$ cat config.mk
export PLATFORM = sky130hd
export DESIGN_NAME = branch_predictor_bht
export DESIGN_NICKNAME = d
export VERILOG_FILES = /design/src/rtl/bp_pkg.sv /design/src/rtl/sat_counter_2b.sv /design/src/rtl/branch_predictor_bht.sv
export SDC_FILE = /design/constraint.sdc
export NUM_CORES = 1
export LEC_CHECK = 0
export BUFFER_PORTS_ARGS = -buffer_cell sky130_fd_sc_hd__buf_2
export CORE_ASPECT_RATIO = 0.6
export CORE_MARGIN = 8
export CORE_UTILIZATION = 57
export CTS_BUF_LIST = sky130_fd_sc_hd__clkbuf_16
export DETAILED_ROUTE_END_ITERATION = 8
export GPL_ROUTABILITY_DRIVEN = 0
export GPL_TIMING_DRIVEN = 1
export PLACE_DENSITY = 0.86
export SYNTH_ARGS = -nofsm -noshare
export SYNTH_HDL_FRONTEND = slang
export SYNTH_SLANG_ARGS = --single-unit
$ cat constraint.sdc
create_clock -name clk -period 3.7 [get_ports clk]
set_input_delay 0.74 -clock clk [delete_from_list [all_inputs] [get_ports clk]]
set_output_delay 0.74 -clock clk [all_outputs]
set_load 0.02 [all_outputs]
$ cat src/rtl/bp_pkg.sv
// Shared encodings and next-state logic for the 2-bit branch history counters.
// Latency: n/a (pure definitions). Backpressure: n/a.
// Contents: counter state encodings, reset state, saturating next-state helper.
package bp_pkg;

    localparam logic [1:0] SNT       = 2'b00;  // strongly not-taken
    localparam logic [1:0] WNT       = 2'b01;  // weakly not-taken
    localparam logic [1:0] WT        = 2'b10;  // weakly taken
    localparam logic [1:0] ST        = 2'b11;  // strongly taken
    localparam logic [1:0] BHT_RESET = WNT;

    // Saturating step toward the resolved direction.
    function automatic logic [1:0] sat2_next(input logic [1:0] state, input logic taken);
        logic [1:0] nxt;
        if (taken) begin
            nxt = (state == ST) ? ST : state + 2'd1;
        end else begin
            nxt = (state == SNT) ? SNT : state - 2'd1;
        end
        return nxt;
    endfunction

endpackage

$ cat src/rtl/sat_counter_2b.sv
// One 2-bit saturating branch history entry.
// Latency: new state visible the cycle after an enabled edge.
// Backpressure: none; holds its value whenever i_en is low.
// Ports: clk, rst_n (sync, active-low -> BHT_RESET), i_en (train this entry),
//        i_taken (resolved direction), o_state (current 2-bit state).
module sat_counter_2b
    import bp_pkg::*;
(
    input  logic       clk,
    input  logic       rst_n,
    input  logic       i_en,
    input  logic       i_taken,
    output logic [1:0] o_state
);

    logic [1:0] r_state;

    always_ff @(posedge clk) begin
        if (!rst_n) begin
            r_state <= BHT_RESET;
        end else if (i_en) begin
            r_state <= sat2_next(r_state, i_taken);
        end
    end

    assign o_state = r_state;

endmodule

$ cat src/rtl/branch_predictor_bht.sv
// Untagged 2-bit saturating-counter BHT with misprediction flag and perf counters.
// Latency: lookup 0 cycles (combinational), training visible 1 cycle after the edge.
// Backpressure: stall freezes table and counters; mispredict stays live during stall.
// Ports: clk, rst_n (sync, active-low); stall; lookup_pc -> predict_taken;
//        update_valid/update_pc/actual_taken/predicted_taken_ex -> mispredict;
//        branch_count, mispredict_count (free-running, wrapping).
module branch_predictor_bht
    import bp_pkg::*;
#(
    parameter int IDX_BITS = 4,
    parameter int XLEN     = 32,
    parameter int CNT_W    = 32
) (
    input  logic             clk,
    input  logic             rst_n,
    input  logic             stall,
    input  logic [XLEN-1:0]  lookup_pc,
    output logic             predict_taken,
    input  logic             update_valid,
    input  logic [XLEN-1:0]  update_pc,
    input  logic             actual_taken,
    input  logic             predicted_taken_ex,
    output logic             mispredict,
    output logic [CNT_W-1:0] branch_count,
    output logic [CNT_W-1:0] mispredict_count
);

    localparam int ENTRIES = 1 << IDX_BITS;

    logic [IDX_BITS-1:0]          w_lookup_idx;
    logic [IDX_BITS-1:0]          w_upd_idx;
    logic [1:0]                   w_state [ENTRIES];
    logic                         w_do_upd;
    logic                         w_mispredict;
    // Byte-offset and above-index PC bits carry no information for an untagged table.
    logic [2*(XLEN-IDX_BITS)-1:0] w_unused_pc_bits;

    logic [CNT_W-1:0]             r_branch_count;
    logic [CNT_W-1:0]             r_mispredict_count;

    assign w_lookup_idx     = lookup_pc[IDX_BITS+1:2];
    assign w_upd_idx        = update_pc[IDX_BITS+1:2];
    assign w_unused_pc_bits = {lookup_pc[XLEN-1:IDX_BITS+2], lookup_pc[1:0],
                               update_pc[XLEN-1:IDX_BITS+2], update_pc[1:0]};

    assign w_do_upd     = update_valid & ~stall & rst_n;
    // Not gated by stall: flush logic must see the mispredict while EX is held.
    assign w_mispredict = rst_n & update_valid & (actual_taken != predicted_taken_ex);

    for (genvar i = 0; i < ENTRIES; i++) begin : g_entry
        sat_counter_2b u_ctr (
            .clk     (clk),
            .rst_n   (rst_n),
            .i_en    (w_do_upd && (w_upd_idx == IDX_BITS'(i))),
            .i_taken (actual_taken),
            .o_state (w_state[i])
        );
    end

    // Reads the registered state, so a same-cycle update to this index is not bypassed.
    assign predict_taken = rst_n & w_state[w_lookup_idx][1];
    assign mispredict    = w_mispredict;

    always_ff @(posedge clk) begin
        if (!rst_n) begin
            r_branch_count     <= '0;
            r_mispredict_count <= '0;
        end else if (w_do_upd) begin
            r_branch_count <= r_branch_count + CNT_W'(1);
            if (w_mispredict) begin
                r_mispredict_count <= r_mispredict_count + CNT_W'(1);
            end
        end
    end

    assign branch_count     = r_branch_count;
    assign mispredict_count = r_mispredict_count;

endmodule

==> run metrics, run 1 <==
worst hold path type=flop to flop; clock latency at the later pin of the worst-skew pair=0.34 ns; Rel. slew slack=56.4%; DP Wirelength=8930 um; status=finished, final reports clean; vias per std cell=6.32; wire per inst=16.8 um; CTS Buf Count=9; Worst VDD drop=0.238 mV; max incr delay on CP=0.51 ns; vias in the first global route=4296; Final period util=78.8%; yosys warns=0; drt drc=0; largest net degree at the start of global routing=65; Die Span Y=87.8 um; WP data arrival=2.18 ns; Leak=2.00 nW; Layout Utilization=66.4%; Initial Util=58.2%; Area Growth Syn to Fin=14.1%; die width=136 um; n_diodes=0; antenna violations before repair=0; # rows=26; CTS tree=done; part of the Yosys area used for sequential elements=39.2%; # IOs=136; CP Buf/Inv Count=2; largest area contributor in the netlist=dfxtp_1; Worst Max-Slew Pin Slew=0.653 ns; largest family of logic cells by synthesized area=simple AND/OR/NAND/NOR gates; final setup violation count=0; unrepaired setup endpoints after global routing=no; Pwr Density=369 mW/mm^2; Critical Path, Cell by Cell=buf_2 > mux4_2 > mux4_2 > and2_1 > buf_2; WL final=12700 um; Yosys reg bits=96; Max Slew Vio Count=0; Clock Tree Root=clkbuf_16; Layout Skew=0.00522 ns; placed insts=745; area occupied by multi-input gates=0.00279 mm^2; # hold bufs at CTS=0; All-Layer GR Usage=21.1%; slowest CP cell=mux4_2; Setup Buffers After CTS=0; first drt pass iteration count=5; clock-pin slew on the worst setup and hold paths=0.06 ns; CP top delay family=multiplexers; crit path from=lookup_pc[3]; syn nets=656; RR Startpoint=mispredict_count[2]; shortest period the worst path allows=2.92 ns; Async SR Flop Fraction=0%; ranking of synthesized cells by area=dfxtp_1, o31ai_1, or4_1, nand2_1, nand3_1; Die Footprint=0.0119 mm^2; Synth Area in Compound Gates=17.7%; crit path max fanout=4; share of the synthesized area in the top cell type=39.2%; commonest cells in the netlist=dfxtp_1, nand2_1, nor2_1; critical path type=primary input to output port; Synth cell types=47; Hold Crit Start=branch_count[31]; XOR/XNOR share of the synthesized area=3.55%; Synth Area in Adders=0.510%; Final Hold Viols=0; GR Overflow Total=0; PortBufs=79; nature of the critical path endpoint=output port; register area=0.00192 mm^2; # clock sinks=96; setup tns final=0 ns; Synth Instances=584; max-cap viol count=0; fillers=683; post-synthesis simple-gate area fraction=30.8%; core footprint=0.00843 mm^2; Initial DRC Count=433; CTS max path bufs=2; proportion of synthesized area in mux cells=4.34%; first-pass GRT wire length=20700 um; Synth Flop Type=dfxtp_1; H-tree depth=3; DP Area=0.00534 mm^2; final cell count without fillers=760; number of synthesized flops with an enable pin=0; highest clock rate=0.343 GHz; routed vias=4803; Nets=716; startpoint types=primary input; post-route cell area=0.00559 mm^2; synthesized area per cell=8.40 um^2; Worst EP required=2.96 ns; most common cell in the netlist=dfxtp_1; Netlist Area Pre-Place=0.00490 mm^2; cts repair resizes=0; fraction of layout cells with a size suffix above 1=18.1%; R2R setup slack=1.52 ns; Final ANT Viol Nets=0
## path summary, 6_finish.rpt
path | end | depth (start not counted)
setup reg to reg | mispredict_count[10] | 4
hold / removal | branch_count[31] | 2
hold reg to reg | branch_count[31] | 2
setup / recovery | predict_taken | 5
## worst register-to-register path: cells and delay by family (launching register included)
family	cells	cell delay [ns]
DFF	1	0.37
and+or+nand+nor	3	1.57
AOI/OAI and AO/OA	1	0.16
## layer usage
layer	GRT usage, %	vias up	share of wire [%]
li1	-	2334	-
met1	27.7	2287	46
met2	33.5	163	46
met3	5.21	19	6.9
met4	6.21	0	1.1
met5	0	-	0
## registers in the layout, summed over array words and instances, names as in the netlist
name	flops
branch_count	32
g_entry.u_ctr.o_state	32
mispredict_count	32
## final cells by class
cell class	count	area share, %
inverters	12	0.805
flip-flops and latches	96	34.4
repair buffers	85	7.87
clock inverters	6	0.537
clock buffers	9	4.03
well taps	112	2.51
multi-input cells	440	49.9
## placed cells by master (no fill, tap or decap), types with 3 or more instances in the layout
cell type	instances
nor2_1	38
or4_1	27
nand2b_1	5
xor2_1	9
o21ai_0	33
nand3_1	35
o311ai_0	15
nor4_1	13
o41ai_1	4
and2_1	19
nor3_1	8
buf_4	6
clkbuf_16	9
nand4_1	23
o211ai_1	11
o31ai_1	27
a21oi_1	33
dfxtp_1	96
mux2i_1	10
xnor2_1	9
mux4_2	5
and4_1	5
or2_2	9
nand2_1	48
nand3b_1	4
clkinv_2	3
or3_1	11
a31oi_1	10
and3_1	9
inv_1	13
buf_2	79
## through the flow
step | power [mW] | hold slack, ns | worst slack, ns
2_1_floorplan | 1.21 | 0.472 | 1.08
3_3_place_gp | 1.24 | 0.448 | 0.794
3_5_place_dp | 1.26 | 0.464 | 0.786
4_1_cts | 2.07 | 0.473 | 0.781
5_1_grt | 2.14 | 0.503 | 0.729
6_report | 2.06 | 0.480 | 0.783
## power by group
group | switching (mW) | total, mW | leakage (nW) | internal [mW]
registers | 0.0339 | 1.09 | 0.775 | 1.06
clock network | 0.384 | 0.828 | 0.133 | 0.443
logic | 0.0848 | 0.144 | 1.09 | 0.0595
total | 0.503 | 2.06 | 2.00 | 1.56
## cells by family after synthesis
| family | Yosys count |
|---|---|
| buf+inv | 48 |
| flops | 96 |
| fa+ha+maj | 2 |
| xor+xnor | 19 |
| simple gates | 268 |
| mux | 15 |
| compound gates | 136 |
No activity file was read; power rests on OpenSTA's default activity.
==> inputs of run 2 (changes only) <==
--- a/config.mk
+++ b/config.mk
@@ -8,12 +8,12 @@
 export BUFFER_PORTS_ARGS = -buffer_cell sky130_fd_sc_hd__buf_2
 export CORE_ASPECT_RATIO = 0.6
 export CORE_MARGIN = 8
-export CORE_UTILIZATION = 57
+export CORE_UTILIZATION = 53
 export CTS_BUF_LIST = sky130_fd_sc_hd__clkbuf_16
 export DETAILED_ROUTE_END_ITERATION = 8
 export GPL_ROUTABILITY_DRIVEN = 0
 export GPL_TIMING_DRIVEN = 1
-export PLACE_DENSITY = 0.86
+export PLACE_DENSITY = 0.81
 export SYNTH_ARGS = -nofsm -noshare
 export SYNTH_HDL_FRONTEND = slang
 export SYNTH_SLANG_ARGS = --single-unit
==> constraint.sdc (replaced) <==
create_clock -name clk -period 3 [get_ports clk]
set_input_delay 0.6 -clock clk [delete_from_list [all_inputs] [get_ports clk]]
set_output_delay 0.6 -clock clk [all_outputs]
set_load 0.02 [all_outputs]
==> run metrics, run 2 (synthesis gave the netlist of run 1 again) <==
Gate power share=6.3% (was 7.0%); H-tree depth=3 (unchanged); CP top delay family=multiplexers (unchanged); n_diodes=0 (unchanged); setup tns final=0 ns (unchanged); Die Footprint=0.0127 mm^2 (was 0.0119 mm^2); Final ANT Viol Nets=0 (unchanged); first-pass GRT wire length=22100 um (was 20700 um); cts repair resizes=0 (unchanged); Setup Buffers After CTS=0 (unchanged); R2R setup slack=0.83 ns (was 1.52 ns); DP Wirelength=9100 um (was 8930 um); Final Power=2.86 mW (was 2.06 mW); wire per inst=17.0 um (was 16.8 um); Hold Crit Start=mispredict_count[31] (was branch_count[31]); max-cap viol count=0 (unchanged); final cell count without fillers=766 (was 760); unrepaired setup endpoints after global routing=no (unchanged); Worst Max-Slew Pin Slew=0.664 ns (was 0.653 ns); final setup violation count=0 (unchanged); CTS max path bufs=2 (unchanged); Worst VDD drop=0.344 mV (was 0.238 mV); Worst R2R End=mispredict_count[16] (was mispredict_count[10]); NetSw=0.660 mW (was 0.503 mW); CP Buf/Inv Count=2 (unchanged); All-Layer GR Usage=20.6% (was 21.1%); area occupied by multi-input gates=0.00279 mm^2 (unchanged); WL final=13000 um (was 12700 um); status=finished, final reports clean (unchanged); slowest CP cell=mux4_2 (unchanged); crit path max fanout=4 (unchanged); Worst EP required=2.40 ns (was 2.96 ns); Nets=717 (was 716); Rel. slew slack=55.8% (was 56.4%); shortest period the worst path allows=2.65 ns; Die Span Y=90.5 um (was 87.8 um); highest clock rate=0.378 GHz; clock-pin slew on the worst setup and hold paths=0.07 ns (was 0.06 ns); drt drc=0 (unchanged); PortBufs=79 (unchanged); WP data arrival=2.05 ns (was 2.18 ns); Clock Tree Root=clkbuf_16 (unchanged); crit path from=lookup_pc[3] (unchanged); max incr delay on CP=0.51 ns (about the same); Final period util=88.3%; GR Overflow Total=0 (unchanged); WP depth=5 (unchanged); startpoint types=primary input (unchanged); Leak=2.03 nW (was 2.00 nW); Area Growth Syn to Fin=16.2% (was 14.1%); CP endpoint=predict_taken (unchanged); commonest non-fill, non-tap cell in the layout=dfxtp_1 (unchanged); first drt pass iteration count=5 (unchanged); Final Hold Viols=0 (unchanged); Layout Skew=0.00693 ns (was 0.00522 ns); die width=140 um (was 136 um); Initial DRC Count=465 (was 433); worst hold path type=flop to flop (unchanged); register area=0.00192 mm^2 (unchanged); hold slack=0.460 ns (was 0.480 ns); Sw Ratio=23.1% (was 24.4%); # hold bufs at CTS=0 (unchanged); core footprint=0.00909 mm^2 (was 0.00843 mm^2); critical path type=primary input to output port (unchanged); antenna violations before repair=0 (unchanged); power share of the sequential group=47.2% (was 52.9%); # clock sinks=96 (unchanged); clock latency at the later pin of the worst-skew pair=0.35 ns (was 0.34 ns); fillers=761 (was 683); Clock power frac=46.5% (was 40.1%); vias per std cell=6.34 (was 6.32); placed insts=750 (was 745); fraction of layout cells with a size suffix above 1=18.6% (was 18.1%); Pwr Density=501 mW/mm^2 (was 369 mW/mm^2); most frequent cells in the layout=dfxtp_1, buf_2, nand2_1 (unchanged); Critical Path, Cell by Cell=buf_2 > mux4_2 > mux4_2 > and2_1 > buf_2 (unchanged); CTS tree=done (unchanged); worst reg-to-reg path cell count=4 (unchanged); Internal=2.20 mW (was 1.56 mW); routed vias=4854 (was 4803); # rows=27 (was 26); Max Slew Vio Count=0 (unchanged); nature of the critical path endpoint=output port (unchanged); largest net degree at the start of global routing=65 (unchanged); vias in the first global route=4643 (was 4296); CTS Buf Count=9 (unchanged); # IOs=136 (unchanged); RR Startpoint=mispredict_count[2] (unchanged); Initial Util=54.0% (was 58.2%)
## run 2: stage by stage
stage | area, um^2 | worst slack (ns) | util, %
2_1_floorplan | 4900 | 0.660 | -
3_3_place_gp | 5350 | 0.364 | 58.9
3_5_place_dp | 5350 | 0.302 | 58.9
4_1_cts | 5700 | 0.353 | 62.7
5_1_grt | 5700 | 0.297 | 62.7
6_report | 5700 | 0.351 | 62.7
## run 2: per-layer routing
metal / track usage, % / up-vias / wire length (um)
li1: - / 2340 / -
met1: 26.4 / 2309 / 5840
met2: 32.7 / 186 / 5990
met3: 5.59 / 19 / 1030
met4: 7.10 / 0 / 164
met5: 0 / - / 0
## run 2: worst min-delay path by stage
| stage | to | depth (start not counted) |
|---|---|---|
| after global routing | mispredict_count[31] | 1 |
| after global placement | mispredict_count[31] | 1 |
| after floorplan | g_entry[11].u_ctr.o_state[1] | 2 |
| after CTS | mispredict_count[31] | 1 |
| after detailed placement | mispredict_count[31] | 1 |
| final | mispredict_count[31] | 1 |
## run 2: worst register-to-register path: stages (launching register included)
cell and delay (ns):
dfxtp_1 0.39, and4b_1 0.37, nand3_1 0.50, or4_1 0.68
a21oi_1 0.17
## run 2: layout make-up
| class | count | area share, % |
|---|---|---|
| multi-input cells | 440 | 49.0 |
| inverters | 12 | 0.791 |
| well taps | 116 | 2.55 |
| flip-flops and latches | 96 | 33.7 |
| clock buffers | 9 | 3.95 |
| repair buffers | 86 | 7.86 |
| clock inverters | 7 | 2.11 |
## run 2: power groups by stage
stage / clock network, mW / logic (mW) / registers, mW
after floorplan: 0 / 0.125 / 1.36
after global placement: 0 / 0.168 / 1.37
after detailed placement: 0 / 0.179 / 1.38
after CTS: 1.35 / 0.180 / 1.35
after global routing: 1.39 / 0.200 / 1.35
final: 1.33 / 0.181 / 1.35
